**config.mk**
```make
export PLATFORM = sky130hd
export DESIGN_NAME = tcdm_resp_router
export DESIGN_NICKNAME = d
export VERILOG_FILES = /design/src/rtl/tcdm_resp_router.sv
export SDC_FILE = /design/constraint.sdc
export NUM_CORES = 1
export LEC_CHECK = 0
export ABC_AREA = 1
export CORE_MARGIN = 4
export CORE_UTILIZATION = 30
export CTS_BUF_LIST = sky130_fd_sc_hd__clkbuf_16
export DETAILED_ROUTE_END_ITERATION = 16
export HOLD_SLACK_MARGIN = 0.02
export PLACE_DENSITY_LB_ADDON = 0.2
export SKIP_CTS_REPAIR_TIMING = 1
export SLEW_MARGIN = 40
export SYNTH_ARGS = -nofsm -noshare
export SYNTH_HDL_FRONTEND = slang
export SYNTH_SLANG_ARGS = --single-unit
```
**constraint.sdc**
```tcl
create_clock -name clk_i -period 2.2 [get_ports clk_i]
set_clock_uncertainty 0.2 [all_clocks]
set_input_delay 0.66 -clock clk_i [delete_from_list [all_inputs] [get_ports clk_i]]
set_output_delay 0.66 -clock clk_i [all_outputs]
set_load 0.03 [all_outputs]
```
**src/rtl/tcdm_resp_router.sv**
```systemverilog
`default_nettype none
// ============================================================================
//  Module      : tcdm_resp_router
//  Description : Response router for a round-robin request arbitration tree.
//                Records the winning master index of each granted request in
//                an in-order ID FIFO and steers slave responses back to the
//                originating master. Back-pressures the tree when full.
//  Revision    : 1.0 - initial release
// ============================================================================
module tcdm_resp_router #(
  parameter int unsigned NumReq    = 32,
  parameter int unsigned DataWidth = 32,
  parameter int unsigned Depth     = 4,
  parameter bit          WriteResp = 1'b1,
  localparam int unsigned IdxWidth = (NumReq > 1) ? $clog2(NumReq) : 1,
  localparam int unsigned CNT_WIDTH = $clog2(Depth + 1)
) (
  input  logic                 clk_i,
  input  logic                 rst_ni,
  // arbiter root side
  input  logic                 req_i,
  input  logic                 we_i,
  input  logic [IdxWidth-1:0]  idx_i,
  output logic                 gnt_o,
  // slave side
  output logic                 req_o,
  input  logic                 gnt_i,
  input  logic                 rvalid_i,
  input  logic [DataWidth-1:0] rdata_i,
  // master response side
  output logic [NumReq-1:0]    rvalid_o,
  output logic [DataWidth-1:0] rdata_o,
  // status
  output logic [CNT_WIDTH-1:0] outstanding_o,
  output logic                 err_o
);

  localparam int unsigned PTR_WIDTH = (Depth > 1) ? $clog2(Depth) : 1;

  logic [IdxWidth-1:0]  id_mem [Depth];
  logic [PTR_WIDTH-1:0] wr_ptr;
  logic [PTR_WIDTH-1:0] rd_ptr;
  logic [CNT_WIDTH-1:0] count;
  logic                 full;
  logic                 empty;
  logic                 push;
  logic                 pop;
  logic [IdxWidth-1:0]  head_idx;
  logic [NumReq-1:0]    rvalid_d;

  // Full/empty come from the registered count only, so a pop in the same
  // cycle never releases back-pressure combinationally.
  assign full  = (count == CNT_WIDTH'(Depth));
  assign empty = (count == '0);

  assign req_o = req_i & ~full;
  assign gnt_o = gnt_i & ~full;

  // Untracked writes (WriteResp=0) are granted but never enter the FIFO.
  assign push = req_i & gnt_i & ~full & (WriteResp | ~we_i);
  assign pop  = rvalid_i & ~empty;

  assign head_idx      = id_mem[rd_ptr];
  assign outstanding_o = count;

  // Decode the head index into a one-hot valid; out-of-range indices give '0.
  always_comb begin
    rvalid_d = '0;
    if (pop) begin
      for (int i = 0; i < int'(NumReq); i++) begin
        if (head_idx == IdxWidth'(i)) rvalid_d[i] = 1'b1;
      end
    end
  end

  // ID storage; contents are don't-care while not counted as occupied.
  always_ff @(posedge clk_i) begin
    if (push) id_mem[wr_ptr] <= idx_i;
  end

  // FIFO pointers and fill level; pointers wrap at Depth-1 (any Depth).
  always_ff @(posedge clk_i or negedge rst_ni) begin
    if (!rst_ni) begin
      wr_ptr <= '0;
      rd_ptr <= '0;
      count  <= '0;
    end else begin
      if (push) begin
        wr_ptr <= (wr_ptr == PTR_WIDTH'(Depth - 1)) ? '0 : wr_ptr + 1'b1;
      end
      if (pop) begin
        rd_ptr <= (rd_ptr == PTR_WIDTH'(Depth - 1)) ? '0 : rd_ptr + 1'b1;
      end
      case ({push, pop})
        2'b10:   count <= count + 1'b1;
        2'b01:   count <= count - 1'b1;
        default: count <= count;
      endcase
    end
  end

  // Registered response path: one cycle from rvalid_i to rvalid_o/rdata_o.
  always_ff @(posedge clk_i or negedge rst_ni) begin
    if (!rst_ni) begin
      rvalid_o <= '0;
      rdata_o  <= '0;
    end else begin
      rvalid_o <= rvalid_d;
      if (rvalid_i) rdata_o <= rdata_i;
    end
  end

  // Sticky error on a response that has no outstanding ID to match.
  always_ff @(posedge clk_i or negedge rst_ni) begin
    if (!rst_ni) begin
      err_o <= 1'b0;
    end else if (rvalid_i && empty) begin
      err_o <= 1'b1;
    end
  end

`ifndef SYNTHESIS
  a_idx_in_range: assert property (@(posedge clk_i) disable iff (!rst_ni)
                                   push |-> (32'(idx_i) < NumReq));
  a_rvalid_onehot0: assert property (@(posedge clk_i) disable iff (!rst_ni)
                                     $onehot0(rvalid_o));
`endif

endmodule
`default_nettype wire

```
==> results.md <==
* Status: completed
* Maximum VDD drop at 0.616 mV
* Kind of critical path: reg2out
* Final ANT Viol Nets at 0
* Period minus WS final at 2.17 ns
* Htree depth at 3
* Final critical-path share of the clock period at 98.4%
* Syn Inst Count at 298
* Syn nets at 348
* WL/cell at 13.9 um
* Sw Pwr at 2.04 mW
* Setup WS post-layout at 0.0349 ns
* Overall via count from detail_route at 2450
* Die area at 0.0138 mm2
* DR vias/cell at 4.28
* Initial DRC count at 92
* Final Hold Vio Count at 0
* Crit-path cells: nor2_4 -> nand2_2 -> inv_2 -> nor2_4 -> buf_6 -> buf_6
* Max cap viols at 0
* P_leak at 3.24 nW
* N_diodes at 0
* Unrepaired setup endpoints after global routing: true
* Die Width at 118 um
* Fmax at 0.462 GHz
* Pre-CTS WS at -0.465 ns
* Die Height at 118 um
* CP Capture Type: primary output
* Syn Area/Cell at 12.1 um2
* Cells after DPL at 555
* CP Launch Type: flop
* Largest net degree at the start of global routing at 40
* Switching Fraction at 35.6%
* Largest stage delay on the critical path at 0.44 ns
* Total wire length at 7960 um
* Required time of the critical path at 1.34 ns
* Max-slew violations at 0
* Initial antenna violation count at 0
* Slowest CP cell: dfrtp_2
* Total Routing Usage GR at 11.9%
* Clock Latency Late Sink at 0.34 ns
* Clk slew on worst S/H paths at 0.07 ns
* Root buf cell: clkbuf_16
* Worst-Margin Slew at 0.470 ns
* Remaining Overflow, GRT at 0
* TritonCTS Buffers at 9
* First-pass GRT wire length at 13000 um
* I/O Pins at 113
* Placer Congestion at 0.764
* Fillers at 1041
* Flop pwr share at 37.0%
* Hold Slack at 0.0744 ns
* Slew HR at 68.7%
* Final setup fails at 0
* Initial Util at 31.1%
* Comb power frac at 35.1%
* Synth Warn # at 0
* Buffers on Ports at 111
* DRC viols at 0
* CTS Buffer Depth at 2
* Seq/Total Area, Yosys at 66.7%
* Clock sinks at 92
* CTS tree: built
* Int Pwr at 3.70 mW
* Synth Register Bits at 92
* Min-delay worst type: in2async
* Layout cells sized above 1 at 19.3%
* Fin Setup TNS at 0 ns
* Vias in the first global route at 2526
* Power density cells at 1050 mW/mm2
* Clock group share of total power at 27.9%
* Pre-antenna DRT Iters at 4
* DP HPWL at 5720 um
* CP Data Arrival Time at 1.31 ns
* Pwr Total at 5.75 mW
* Synth cell types at 22
* Layout Cells excl Fill at 573
* Area growth syn-to-layout at 51.6%
* Mapped Area at 0.00360 mm2
* # nets final at 475
* Core region area at 0.0116 mm2
* Row count at 39
* Critical path fanouts, max at 3
## worst paths after layout
kind,slack (ns),end,from,cells past startpoint
max in group asynchronous,1.17,rvalid_o[22],rst_ni,2
hold reg to reg,0.27,err_o,err_o,1
min in group clk_i,0.27,err_o,err_o,1
hold / removal,0.07,rdata_o[0],rst_ni,1
setup / recovery,0.03,req_o,outstanding_o[1],6
setup reg to reg,0.17,outstanding_o[2],outstanding_o[1],11
## logic make-up (layout without fill, tap and decap cells)
| family | Yosys count | after routing | synth area share, % |
|---|---|---|---|
| AO/OA/AOI/OAI | 8 | 8 | 1.60 |
| XOR/XNOR | 2 | 2 | 0.487 |
| adder cells (fa/ha/maj) | 7 | 7 | 2.64 |
| buffers and inverters | 26 | 158 | 3.68 |
| flip-flops | 92 | 92 | 66.7 |
| multiplexers | 32 | 32 | 10.0 |
| AND/OR/NAND/NOR | 131 | 131 | 14.8 |
## synthesized netlist by cell type
| cell | instances | area share (%) |
|---|---|---|
| xnor2_1 | 1 | 0.24 |
| dfrtp_1 | 72 | 50 |
| buf_6 | 3 | 0.94 |
| a21oi_1 | 1 | 0.14 |
| nand3_4 | 1 | 0.49 |
| ha_1 | 6 | 2.1 |
| nand2_2 | 2 | 0.35 |
| a31o_2 | 1 | 0.24 |
| o21ai_0 | 5 | 0.70 |
| edfxtp_1 | 20 | 17 |
| nand3_2 | 2 | 0.56 |
| fa_1 | 1 | 0.56 |
| nand3_1 | 9 | 1.3 |
| buf_4 | 2 | 0.42 |
| nand2_1 | 71 | 7.4 |
| inv_1 | 16 | 1.7 |
| nor2_1 | 46 | 4.8 |
| inv_2 | 1 | 0.10 |
| buf_2 | 4 | 0.56 |
| mux2_2 | 32 | 10 |
| a21boi_4 | 1 | 0.52 |
| xor2_1 | 1 | 0.24 |
## through the flow
stage	utilization, %	instance area, um2
after floorplan	-	3630
after global placement	42.7	4940
after detailed placement	42.7	4940
after CTS	45.4	5260
after global routing	47.2	5460
final	47.2	5460
## cells in the final DEF (no fill, tap or decap), types with 2 or more instances in the layout
cell type	count
dlymetal6s2s_1	71
nand2_1	70
dfrtp_1	70
nor2_1	44
clkdlybuf4s50_1	37
mux2_2	32
edfxtp_1	20
buf_4	14
inv_1	13
clkbuf_16	10
nand3_1	9
ha_1	5
inv_2	4
o21ai_0	4
nand2_2	3
nor2_4	2
nand3_2	2
inv_4	2
clkinvlp_4	2
dfrtp_2	2
buf_6	2
## worst max-delay path: cells and delay by family, from the launching register on
family	cells	cell delay, ns
DFF	1	0.44
buffers and inverters	3	0.30
and+or+nand+nor	3	0.22
## final cells by class
class / count / area [um2] / area share (%)
sequential: 92 / 2400 / 44.1
multi-input combinational: 180 / 1090 / 19.9
tap: 143 / 179 / 3.28
clock inverter: 6 / 66.3 / 1.22
clock buffer: 10 / 250 / 4.59
inverter: 17 / 63.8 / 1.17
timing repair buffer: 125 / 1410 / 25.8
## power groups by stage
stage	Combinational [mW]	Sequential [mW]	Clock [mW]
after floorplan	1.03	2.46	0
after global placement	1.99	2.17	0
after detailed placement	2.03	2.17	0
after CTS	2.03	2.14	1.67
after global routing	2.27	2.16	1.73
final	2.02	2.13	1.60
## layer usage
layer / track usage, % / up-vias / share of wire [%]
li1: - / 1212 / -
met1: 14.0 / 1163 / 43
met2: 19.5 / 60 / 50
met3: 3.51 / 15 / 4.3
met4: 6.59 / 0 / 2.5
met5: 0 / - / 0
## registers in the layout, indices dropped and copies added, names as in the netlist
signal,flops
rdata_o,32
outstanding_o,3
id_mem,20
err_o,1
rd_ptr,2
wr_ptr,2
rvalid_o,32
No activity file was read; power rests on OpenSTA's default activity.
